`config.mk`:
```
export PLATFORM = sky130hd
export DESIGN_NAME = mem_access_unit
export DESIGN_NICKNAME = d
export VERILOG_FILES = /design/src/rtl/mem_access_unit.sv
export SDC_FILE = /design/constraint.sdc
export NUM_CORES = 1
export LEC_CHECK = 0
export ABC_AREA = 0
export CAP_MARGIN = 10
export CELL_PAD_IN_SITES_DETAIL_PLACEMENT = 0
export CELL_PAD_IN_SITES_GLOBAL_PLACEMENT = 1
export CORE_MARGIN = 2
export CORE_UTILIZATION = 28
export DETAILED_ROUTE_END_ITERATION = 10
export PLACE_DENSITY_LB_ADDON = 0.1
export RECOVER_POWER = 50
export SYNTH_ARGS = -nofsm -noshare
export SYNTH_HDL_FRONTEND = slang
export SYNTH_SLANG_ARGS = --single-unit
```
`constraint.sdc`:
```
create_clock -name clk -period 3.02 [get_ports clk]
set_input_delay 0.604 -clock clk [delete_from_list [all_inputs] [get_ports clk]]
set_output_delay 0.604 -clock clk [all_outputs]
set_load 0.05 [all_outputs]
```
`src/rtl/mem_access_unit.sv`:
```
`default_nettype none
// ============================================================================
// Module : mem_access_unit
// Purpose: MEM pipeline stage between EX and MEM/WB. Non-memory ops pass
//          straight through with no added latency. Loads and stores drive a
//          req/ack data-memory port and stall the pipeline until the access
//          completes. Byte and word accesses use byte-lane enables; byte
//          loads are sign- or zero-extended.
// Ports  : clk, rst (sync, active-high)
//          EX side   : wd_i, wreg_i, wdata_i, hi_i, lo_i, whilo_i,
//                      mem_op_i, mem_addr_i, mem_sdata_i
//          WB side   : wd_o, wreg_o, wdata_o, hi_o, lo_o, whilo_o, stall_o
//          Memory    : mem_req_o, mem_we_o, mem_addr_o, mem_wdata_o,
//                      mem_be_o, mem_rdata_i, mem_ack_i, mem_err_o
// Config : MEM_TIMEOUT_EN - when defined, a REQ lasting TIMEOUT_CYC cycles
//          without ack is aborted and flagged on mem_err_o.
// Rev    : 1.0  initial release
// ============================================================================
module mem_access_unit #(
  parameter int DATA_W      = 16,
  parameter int ADDR_W      = 16,
  parameter int REGA_W      = 3,
  parameter int TIMEOUT_CYC = 255
) (
  input  logic                clk,
  input  logic                rst,
  input  logic [REGA_W-1:0]   wd_i,
  input  logic                wreg_i,
  input  logic [DATA_W-1:0]   wdata_i,
  input  logic [DATA_W-1:0]   hi_i,
  input  logic [DATA_W-1:0]   lo_i,
  input  logic                whilo_i,
  input  logic [2:0]          mem_op_i,
  input  logic [ADDR_W-1:0]   mem_addr_i,
  input  logic [DATA_W-1:0]   mem_sdata_i,
  output logic [REGA_W-1:0]   wd_o,
  output logic                wreg_o,
  output logic [DATA_W-1:0]   wdata_o,
  output logic [DATA_W-1:0]   hi_o,
  output logic [DATA_W-1:0]   lo_o,
  output logic                whilo_o,
  output logic                stall_o,
  output logic                mem_req_o,
  output logic                mem_we_o,
  output logic [ADDR_W-1:0]   mem_addr_o,
  output logic [DATA_W-1:0]   mem_wdata_o,
  output logic [DATA_W/8-1:0] mem_be_o,
  input  logic [DATA_W-1:0]   mem_rdata_i,
  input  logic                mem_ack_i,
  output logic                mem_err_o
);

  localparam int NB     = DATA_W / 8;
  localparam int LANE_W = $clog2(NB);

  localparam logic [1:0] S_IDLE = 2'd0;
  localparam logic [1:0] S_REQ  = 2'd1;
  localparam logic [1:0] S_DONE = 2'd2;

  logic [1:0] state;
  logic [1:0] next_state;

  // Operation decode
  logic is_load, is_store, is_byte, is_signed, is_mem;
  always_comb begin
    is_load   = 1'b0;
    is_store  = 1'b0;
    is_byte   = 1'b0;
    is_signed = 1'b0;
    case (mem_op_i)
      3'b001: is_load = 1'b1;
      3'b010: begin is_load = 1'b1; is_byte = 1'b1; is_signed = 1'b1; end
      3'b011: begin is_load = 1'b1; is_byte = 1'b1; end
      3'b101: is_store = 1'b1;
      3'b110: begin is_store = 1'b1; is_byte = 1'b1; end
      default: ;
    endcase
  end
  assign is_mem = is_load | is_store;

  logic [LANE_W-1:0] lane;
  assign lane = mem_addr_i[LANE_W-1:0];

  // Abort path: timed_out fires in the last permitted REQ cycle when no ack
  // is present, so a same-cycle ack always takes priority.
  logic timed_out;
  logic err_q;
`ifdef MEM_TIMEOUT_EN
  localparam int CNT_W = $clog2(TIMEOUT_CYC + 1);
  logic [CNT_W-1:0] req_cnt;

  assign timed_out = (state == S_REQ) && !mem_ack_i &&
                     (req_cnt == CNT_W'(TIMEOUT_CYC - 1));

  always_ff @(posedge clk) begin
    if (rst) begin
      req_cnt <= '0;
      err_q   <= 1'b0;
    end else begin
      if (state == S_REQ) req_cnt <= req_cnt + 1'b1;
      else                req_cnt <= '0;
      err_q <= timed_out;
    end
  end
`else
  assign timed_out = 1'b0;
  assign err_q     = 1'b0;
`endif

  // State register
  always_ff @(posedge clk) begin
    if (rst) state <= S_IDLE;
    else     state <= next_state;
  end

  // Next-state logic
  always_comb begin
    next_state = state;
    case (state)
      S_IDLE:  if (is_mem) next_state = S_REQ;
      S_REQ:   if (mem_ack_i || timed_out) next_state = S_DONE;
      S_DONE:  next_state = S_IDLE;
      default: next_state = S_IDLE;
    endcase
  end

  // Access registers: captured on REQ entry and held stable through REQ
  logic [ADDR_W-1:0] addr_q;
  logic              we_q;
  logic [NB-1:0]     be_q;
  logic [DATA_W-1:0] wdata_q;
  logic [LANE_W-1:0] lane_q;
  logic              byte_q;
  logic              signed_q;
  logic [DATA_W-1:0] load_q;
  logic [7:0]        rd_byte;

  assign rd_byte = mem_rdata_i[{lane_q, 3'b000} +: 8];

  always_ff @(posedge clk) begin
    if (rst) begin
      addr_q   <= '0;
      we_q     <= 1'b0;
      be_q     <= '0;
      wdata_q  <= '0;
      lane_q   <= '0;
      byte_q   <= 1'b0;
      signed_q <= 1'b0;
      load_q   <= '0;
    end else begin
      if (state == S_IDLE && is_mem) begin
        addr_q   <= {mem_addr_i[ADDR_W-1:LANE_W], {LANE_W{1'b0}}};
        we_q     <= is_store;
        be_q     <= is_byte ? (NB'(1) << lane) : {NB{1'b1}};
        wdata_q  <= (is_store && is_byte) ? {NB{mem_sdata_i[7:0]}} : mem_sdata_i;
        lane_q   <= lane;
        byte_q   <= is_byte;
        signed_q <= is_signed;
      end
      if (state == S_REQ && mem_ack_i && !we_q) begin
        if (!byte_q)       load_q <= mem_rdata_i;
        else if (signed_q) load_q <= {{(DATA_W-8){rd_byte[7]}}, rd_byte};
        else               load_q <= {{(DATA_W-8){1'b0}}, rd_byte};
      end
    end
  end

  // Output logic; everything is held at zero while rst is asserted
  always_comb begin
    wd_o        = '0;
    wreg_o      = 1'b0;
    wdata_o     = '0;
    hi_o        = '0;
    lo_o        = '0;
    whilo_o     = 1'b0;
    stall_o     = 1'b0;
    mem_req_o   = 1'b0;
    mem_we_o    = 1'b0;
    mem_addr_o  = '0;
    mem_wdata_o = '0;
    mem_be_o    = '0;
    mem_err_o   = 1'b0;
    if (!rst) begin
      wd_o        = wd_i;
      wdata_o     = wdata_i;
      hi_o        = hi_i;
      lo_o        = lo_i;
      mem_we_o    = we_q;
      mem_addr_o  = addr_q;
      mem_wdata_o = wdata_q;
      mem_be_o    = be_q;
      case (state)
        S_IDLE: begin
          stall_o = is_mem;
          wreg_o  = wreg_i & ~is_mem;
          whilo_o = whilo_i & ~is_mem;
        end
        S_REQ: begin
          stall_o   = 1'b1;
          mem_req_o = 1'b1;
        end
        S_DONE: begin
          whilo_o   = whilo_i;
          mem_err_o = err_q;
          if (!we_q) begin
            wdata_o = load_q;
            wreg_o  = wreg_i & ~err_q;
          end
        end
        default: ;
      endcase
    end
  end

endmodule
`default_nettype wire
```
==> qor.yml, run 1 <==
cells_and_area:
  final_util: 0.486
  nFillCells: 1180
  final_nets: 680
  final_common_cell: "clkdlybuf4s50_1"
  layout_common_cells: "155 x clkdlybuf4s50_1, 85 x nor2b_1, 55 x dfxtp_1, 46 x nand2_1, 26 x nor2_1"
  area.growth.synth_to_final_pct: 71.2
  ff_latch_area_um2: 1100
  drive_gt1_frac: 0.113
  diodes: 0
  multiInputGateArea_um2: 1870
power_and_ir_drop:
  pwr_density_cell_nw_per_um2: 410
  p_leak_uw: 0.00214
  max-vdd-ir-drop_mv: 0.247
cts:
  postCtsHoldBufs: 0
  cts_sinks: 55
  cts-root-buf: "clkbuf_16"
  cts_made_buffers: 5
  cts.clk_slew.worst_paths_ns: 0.07
  htreeDepth: 2
  cts_max_path_buffers: 2
  clk_latency_ns: 0.29
  cts_resized: 0
  cts_tree: "yes"
  post-cts-setup-buffers: 0
timing:
  maxSlewHeadroom: 0.181
  hold_violations: 0
  drv_slew: 0
  setup_ws_ns: 0.287
  tightestPinTransition_ns: 1.23
  fin_crit_ns: 2.73
  tns_ns: 0
  rsz0062_at_grt: "false"
  fmax_mhz: 366
  clock_skew_ns: 0.00607
  setup_viol: 0
  period_share: 0.905
  holdWs_ns: 0.462
worst_hold_path:
  hold_depth: 1
  min_path_type: "flip-flop to flip-flop"
  hold-path-endpoint: "be_q[0]"
  min-delay-start: "be_q[0]"
setup_path:
  slowest_stage: "dlygate4sd3_1"
  cp_slowest_stage_delay_ns: 0.58
  r2r_end: "load_q[14]"
  worstPathCellList: "dlygate4sd3_1 -> buf_4 -> or2_0 -> a21oi_1 -> nor3_1 -> buf_12"
  critPathLaunchType: "input port"
  crit_start: "mem_op_i[1]"
  critPathKind: "input port to output pin"
  timing.rr.start: "state[0]"
  arrival_ns: 2.13
  crit_fanout: 11
  required_ns: 2.42
  crit_path_end_kind: "output pin"
  r2r_setup_slack_ns: 0.67
  worstRegToRegCells: 4
synthesis:
  synth_ff_type: "dfxtp_1"
  synth_cell_type_count: 39
  yosys_warnings: 0
  synth_area_leaders: "dfxtp_1 34%, nor2b_1 17%, mux2_4 7.5%, nand2_1 5.4%, a311oi_1 4.4%"
  synth_edf_count: 0
  ys_seq_area_frac: 0.342
  synth.avg_cell_area_um2: 8.20
  synth_area_um2: 3220
  synth_seq_cells: 55
  synth_top_cell_by_area: "dfxtp_1"
  synth_top_area_share: 0.342
  syn-instance-count: 392
  async_reset_ff_frac: 0
routing:
  drt-initial-drc-count: 136
  drc: 0
  num_vias: 3252
  wl_per_cell_um: 14.0
  routed_wl_um: 10000
  avgViaCountPerCell: 4.54
  ant_nets: 0
  drtPass1Iterations: 4
die:
  core-area_um2: 11300
  die_width_um: 111
  io_pins: 198
  num_rows: 39
  die_height_um: 111
  die-area_um2: 12400
  initial_core_util: 0.284
placed_design:
  dp.final_hpwl_um: 7690
  post-place-ws_ns: 0.388
  gp_congestion: 0.743
  numPortBuffers: 195
global_route:
  grt_pass1_vias: 3233
  grt_use_total: 0.161
  gr-total-overflow: 0
  grt_max_degree: 39
  antenna_found_initial: 0
  grt_pass1_wl_um: 16600
flow_run:
  cap_viol_max_count: 0
run_status:
  outcome: "finished clean"
## kinds of logic after synthesis
| kind of cell | synth area share |
|---|---|
| AOI/OAI and AO/OA | 0.153 |
| buffers and inverters | 0.0677 |
| DFF | 0.342 |
| muxes | 0.106 |
| other | 0.00117 |
| and+or+nand+nor | 0.330 |
## state kept, by name (all words and copies together) (netlist names)
name and count:
we_q 1, be_q 2, byte_q 1, signed_q 1, load_q 16, addr_q 15, wdata_q 16, lane_q 1
state 2
## power by group
group	internal (uW)	leakage (uW)	switching (uW)	total [uW]
sequential	791	0.000453	35.1	826
combinational	385	0.00161	461	846
clock	325	0.0000727	261	586
## how the worst max path moves through the flow
| stage | slack, ns | cells past startpoint | endpoint |
|---|---|---|---|
| 2_1_floorplan | 0.13 | 4 | stall_o |
| 5_1_grt | 0.13 | 5 | load_q[12] |
| 3_3_place_gp | 0.41 | 4 | mem_wdata_o[12] |
| 3_5_place_dp | 0.39 | 3 | lo_o[15] |
| 4_1_cts | 0.37 | 6 | whilo_o |
| 6_report | 0.29 | 6 | stall_o |
## stage by stage
stage	instances	cell area, um^2	total power (uW)
finish	716	5510	2260
global route	716	5510	2370
CTS	716	5630	2320
detailed placement	709	5480	1730
global placement	709	5480	1730
floorplan	393	3230	1370
## Yosys cell counts (5+ instances only)
| library cell | count |
|---|---|
| a21o_1 | 8 |
| a21oi_1 | 19 |
| a221oi_1 | 8 |
| a311oi_1 | 16 |
| buf_2 | 6 |
| clkbuf_1 | 23 |
| dfxtp_1 | 55 |
| inv_1 | 8 |
| mux2_2 | 8 |
| mux2_4 | 16 |
| nand2_1 | 46 |
| nand2b_1 | 12 |
| nand3_1 | 11 |
| nor2_1 | 26 |
| nor2b_1 | 85 |
| nor3_1 | 5 |
| o31ai_1 | 9 |
## layer usage
metal | global-route usage | vias to the layer above | share of wire
li1 | - | 1681 | -
met1 | 0.200 | 1463 | 0.42
met2 | 0.274 | 100 | 0.51
met3 | 0.0476 | 8 | 0.065
met4 | 0.0354 | 0 | 0.0086
met5 | 0 | - | 0
## worst max-delay path: cells and delay by family
family	cells	cell delay [ns]
AOI/OAI and AO/OA	1	0.09
buffers and inverters	3	0.95
and+or+nand+nor	2	0.49
## area by class of cell
type	instances	share of cell area
timing repair buffer	210	0.396
multi-input combinational	293	0.340
sequential	55	0.200
tap	143	0.0325
clock buffer	6	0.0252
inverter	8	0.00545
clock inverter	1	0.000909
No activity file was read; power rests on OpenSTA's default activity.
==> inputs of run 2 (changes only) <==
--- a/config.mk
+++ b/config.mk
@@ -12,7 +12,7 @@
 export CORE_MARGIN = 2
 export CORE_UTILIZATION = 28
 export DETAILED_ROUTE_END_ITERATION = 10
-export PLACE_DENSITY_LB_ADDON = 0.1
+export PLACE_DENSITY = 0.84
 export RECOVER_POWER = 50
 export SYNTH_ARGS = -nofsm -noshare
 export SYNTH_HDL_FRONTEND = slang
==> run 2 against run 1 <==
Critical path depth decreased by 1. Highest routed layer unchanged. Largest cell class unchanged. Final area fell by 0.48%. Non-clock buffer count is 4 lower. Via count increased by 3.5%. Cell count decreased by 0.42%. Routed wire length grew 1.0%. Sequential power hardly changed. Clock skew is 0.0023 ns higher. Clock power about the same. Power about the same. Fmax down 5.2%. Global-route usage grew 0.16 points.
==> qor.yml, run 2 (same netlist as run 1, synthesis figures left out) <==
timing:
  period_share: 0.955
  tightestPinTransition_ns: 1.21
  fmax_mhz: 347
  tns_ns: 0
  maxSlewHeadroom: 0.190
  drv_slew: 0
  fin_crit_ns: 2.88
  hold_violations: 0
  clock_skew_ns: 0.00836
  rsz0062_at_grt: "false"
  setup_ws_ns: 0.136
  setup_viol: 0
cells_and_area:
  fin_area_um2: 5480
  diodes: 0
  nFillCells: 1108
  layout_common_cells: "156 x clkdlybuf4s50_1, 85 x nor2b_1, 55 x dfxtp_1, 46 x nand2_1, 26 x nor2_1"
  final_nets: 676
  largestRegisters: "load_q: 16 flops, wdata_q: 16 flops, addr_q: 15 flops"
  final_common_cell: "clkdlybuf4s50_1"
  area.growth.synth_to_final_pct: 70.4
  drive_gt1_frac: 0.0930
  final_util: 0.484
routing:
  avgViaCountPerCell: 4.72
  num_vias: 3366
  drt-initial-drc-count: 144
  wl_per_cell_um: 14.2
  routed_wl_um: 10100
  drc: 0
  drtPass1Iterations: 4
  ant_nets: 0
setup_path:
  worstRegToRegCells: 4
  worstPathCellList: "dlygate4sd3_1 -> and3_1 -> nor3_1 -> nor4b_2 -> buf_12"
  crit_path_end_kind: "output pin"
  cp.buffers_inverters: 2
  critPathLaunchType: "input port"
  cp_slowest_stage_delay_ns: 0.72
  crit_cells: 5
  arrival_ns: 2.28
  required_ns: 2.42
  critPathKind: "input port to output pin"
  crit_path_end: "whilo_o"
  r2r_end: "load_q[14]"
  crit_fanout: 8
  slowest_stage: "dlygate4sd3_1"
  r2r_setup_slack_ns: 0.66
  timing.rr.start: "state[0]"
  cp_top_family: "buffers and inverters"
  crit_start: "mem_op_i[1]"
worst_hold_path:
  min_path_type: "flip-flop to flip-flop"
  hold_depth: 1
  min-delay-start: "be_q[0]"
global_route:
  gr-total-overflow: 0
  grt_max_degree: 53
  grt_pass1_wl_um: 16600
  grt_use_total: 0.162
  grt_pass1_vias: 3399
  antenna_found_initial: 0
cts:
  htreeDepth: 2
  cts_max_path_buffers: 2
  clk_latency_ns: 0.29
  post-cts-setup-buffers: 0
  cts_resized: 0
  cts-root-buf: "clkbuf_16"
  cts_made_buffers: 5
  postCtsHoldBufs: 0
  cts.clk_slew.worst_paths_ns: 0.07
  cts_tree: "yes"
  cts_sinks: 55
placed_design:
  post-place-ws_ns: 0.230
  numPortBuffers: 195
  placed_cell_area_um2: 5470
  dp.final_hpwl_um: 8000
  gp_congestion: 0.843
power_and_ir_drop:
  switching_share: 0.341
  pwr_density_cell_nw_per_um2: 412
  power_frac_seq: 0.367
  p_sw_uw: 769
  finalPower_uw: 2260
  p_comb_frac: 0.373
  max-vdd-ir-drop_mv: 0.250
  p_leak_uw: 0.00211
  power_frac_clock: 0.260
  power.internal_uw: 1490
flow_run:
  cap_viol_max_count: 0
die:
  core-area_um2: 11300
  num_rows: 39
  die_height_um: 111
  die-area_um2: 12400
  die_width_um: 111
  initial_core_util: 0.284
  io_pins: 198
run_status:
  outcome: "finished clean"
==> run 2: cell count changes in the layout (fill, tap and decap cells not counted), moves of 2 or more <==
| cell | change |
|---|---|
| mux2_4 | -2 |
| inv_6 | +2 |
| clkbuf_1 | +3 |
| clkbuf_2 | -10 |
| dlygate4sd3_1 | +2 |
| mux2_1 | +2 |
==> run 2: per-layer routing <==
layer	part of all wire	up-vias	wire, um	global-route usage
met2	0.52	152	5240	0.300
li1	-	1678	-	-
met3	0.079	11	799	0.0470
met5	0	-	0	0
met1	0.39	1525	3940	0.183
met4	0.016	0	159	0.0370
==> run 2: cell type report <==
cell class	instances	area (um^2)	share of cell area
multi-input combinational	293	1850	0.338
inverter	8	30.0	0.00548
clock inverter	3	22.5	0.00411
sequential	55	1100	0.201
tap	143	179	0.0326
timing repair buffer	206	2170	0.396
clock buffer	5	125	0.0228
==> run 2: metrics by stage <==
stage	std cells	hold WS, ns
after detailed placement	705	0.451
after CTS	713	0.471
after global placement	705	0.452
after floorplan	393	0.433
final	713	0.465
after global routing	713	0.479
==> run 2: power groups by stage <==
stage / Sequential, uW / Combinational, uW / Clock [uW]
after detailed placement: 846 / 885 / 0
after floorplan: 824 / 542 / 0
final: 828 / 842 / 586
after global routing: 837 / 896 / 641
after CTS: 830 / 889 / 606
after global placement: 844 / 878 / 0
==> run 2: worst register-to-register path, delay by kind of cell (launching register included) <==
family / cells / cell delay [ns]
buffers and inverters: 1 / 0.93
AO/OA/AOI/OAI: 1 / 0.31
flip-flops: 1 / 0.64
AND/OR/NAND/NOR: 2 / 0.38
==> run 2: worst min path at each step <==
stage	endpoint	slack [ns]
5_1_grt	be_q[0]	0.48
4_1_cts	be_q[0]	0.47
3_3_place_gp	be_q[1]	0.45
3_5_place_dp	be_q[0]	0.45
2_1_floorplan	be_q[0]	0.43
6_report	be_q[0]	0.46
==> inputs of run 3 (changes only) <==
--- a/config.mk
+++ b/config.mk
@@ -9,11 +9,13 @@
 export CAP_MARGIN = 10
 export CELL_PAD_IN_SITES_DETAIL_PLACEMENT = 0
 export CELL_PAD_IN_SITES_GLOBAL_PLACEMENT = 1
+export CORE_ASPECT_RATIO = 1.4
 export CORE_MARGIN = 2
 export CORE_UTILIZATION = 28
 export DETAILED_ROUTE_END_ITERATION = 10
 export PLACE_DENSITY = 0.84
 export RECOVER_POWER = 50
+export SLEW_MARGIN = 30
 export SYNTH_ARGS = -nofsm -noshare
 export SYNTH_HDL_FRONTEND = slang
 export SYNTH_SLANG_ARGS = --single-unit
==> run 3 against run 2 <==
Clock power is 4.9% higher. Die area hardly changed. Critical path depth is 1 higher. Sequential cell count stayed put. Register-to-register slack hardly changed. Combinational power is 0.5% higher. Via count is 0.98% lower. Sequential power hardly changed. Critical endpoint is now wreg_o. Largest cell class unchanged. Largest power group unchanged.
==> qor.yml, run 3 (same netlist as run 1, synthesis figures left out) <==
run_status:
  outcome: "finished clean"
power_and_ir_drop:
  p_leak_uw: 0.00216
  pwr_density_cell_nw_per_um2: 413
  max-vdd-ir-drop_mv: 0.239
routing:
  top_layer_used: "met4"
  avgViaCountPerCell: 4.64
  wl_per_cell_um: 13.9
  wl_met1_um: 3710
  drtPass1Iterations: 4
  routed_wl_um: 10000
  num_vias: 3333
  drc: 0
  ant_nets: 0
  drt-initial-drc-count: 105
  route.met2.wl_um: 5180
  met3_length_um: 895
timing:
  tns_ns: 0
  period_share: 0.923
  rsz0062_at_grt: "false"
  drv_slew: 0
  fmax_mhz: 359
  maxSlewHeadroom: 0.178
  tightestPinTransition_ns: 1.23
  fin_crit_ns: 2.79
  hold_violations: 0
  setup_viol: 0
  setup_ws_ns: 0.233
  clock_skew_ns: 0.00747
setup_path:
  cp_slowest_stage_delay_ns: 0.62
  critPathLaunchType: "input port"
  cp_top_family: "buffers and inverters"
  required_ns: 2.42
  timing.rr.start: "state[0]"
  worstPathCellList: "dlygate4sd3_1 -> and3_1 -> nor3_1 -> buf_4 -> nor4_2 -> buf_12"
  crit_path_end_kind: "output pin"
  cp.buffers_inverters: 3
  crit_start: "mem_op_i[1]"
  critPathKind: "input port to output pin"
  arrival_ns: 2.18
  crit_fanout: 5
  slowest_stage: "dlygate4sd3_1"
placed_design:
  dp.cells: 709
  dp.final_hpwl_um: 7980
  placed_cell_area_um2: 5490
  gp_congestion: 0.773
  numPortBuffers: 195
  post-place-ws_ns: 0.306
cts:
  post-cts-setup-buffers: 0
  postCtsHoldBufs: 0
  htreeDepth: 2
  cts_resized: 0
  cts_max_path_buffers: 2
  cts_tree: "yes"
  cts-root-buf: "clkbuf_16"
  cts_made_buffers: 5
  cts_sinks: 55
  cts.clk_slew.worst_paths_ns: 0.07
  clk_latency_ns: 0.30
cells_and_area:
  drive_gt1_frac: 0.117
  final_common_cell: "clkdlybuf4s50_1"
  fin_cells: 718
  largestRegisters: "load_q: 16 flops, wdata_q: 16 flops, addr_q: 15 flops"
  layout_common_cells: "155 x clkdlybuf4s50_1, 85 x nor2b_1, 55 x dfxtp_1, 46 x nand2_1, 26 x nor2_1"
  fin_area_um2: 5530
  area.growth.synth_to_final_pct: 72.0
  final_nets: 679
die:
  core-area_um2: 11300
  die_height_um: 131
  die-area_um2: 12400
  initial_core_util: 0.285
  num_rows: 46
  die_width_um: 94.6
  io_pins: 198
global_route:
  grt_use_total: 0.154
  gr-total-overflow: 0
  grt_max_degree: 48
  grt_pass1_wl_um: 15500
  grt_pass1_vias: 3323
  antenna_found_initial: 1
worst_hold_path:
  min-delay-start: "be_q[1]"
  min_path_type: "flip-flop to flip-flop"
flow_run:
  cap_viol_max_count: 0
==> run 3: changes by cell type in the layout (fill, tap and decap cells not counted) <==
cell / previous run / this run
clkbuf_1: 14 / 6
mux2_1: 16 / 15
clkinv_8: 0 / 1
clkinv_2: 1 / 0
clkdlybuf4s50_1: 156 / 155
nor3_2: 0 / 1
buf_4: 10 / 13
clkbuf_2: 0 / 9
mux2_4: 0 / 1
diode_2: 0 / 1
nor3_1: 5 / 4
==> run 3: worst paths after layout <==
| check | end | slack [ns] | cells past startpoint |
|---|---|---|---|
| hold / removal | be_q[1] | 0.47 | 1 |
| setup / recovery | wreg_o | 0.23 | 6 |
| setup reg to reg | load_q[11] | 0.67 | 4 |
| hold reg to reg | be_q[1] | 0.47 | 1 |
==> run 3: per-stage QoR <==
| step | hold WS, ns | total power, uW | util |
|---|---|---|---|
| 3_5_place_dp | 0.455 | 1730 | 0.487 |
| 3_3_place_gp | 0.450 | 1720 | 0.487 |
| 4_1_cts | 0.473 | 2360 | 0.501 |
| 5_1_grt | 0.502 | 2400 | 0.490 |
| 2_1_floorplan | 0.433 | 1370 | - |
| 6_report | 0.466 | 2290 | 0.490 |
==> run 3: power breakdown <==
group          leakage (uW)  switching (uW)  internal (uW)
Sequential         0.000453            34.8            791
Combinational       0.00163             461            385
Clock             0.0000776             294            321
==> run 3: routing by layer <==
| layer | up-vias | global-route usage |
|---|---|---|
| met5 | - | 0 |
| met4 | 0 | 0.0443 |
| met3 | 16 | 0.0505 |
| met2 | 125 | 0.279 |
| met1 | 1497 | 0.171 |
| li1 | 1695 | - |
==> run 3: cell type report <==
type / instances / area, um^2
timing repair buffer: 209 / 2200
clock inverter: 3 / 33.8
multi-input combinational: 293 / 1860
fill: 1115 / 5750
sequential: 55 / 1100
antenna: 1 / 2.50
inverter: 8 / 30.0
clock buffer: 5 / 125
tap: 144 / 180
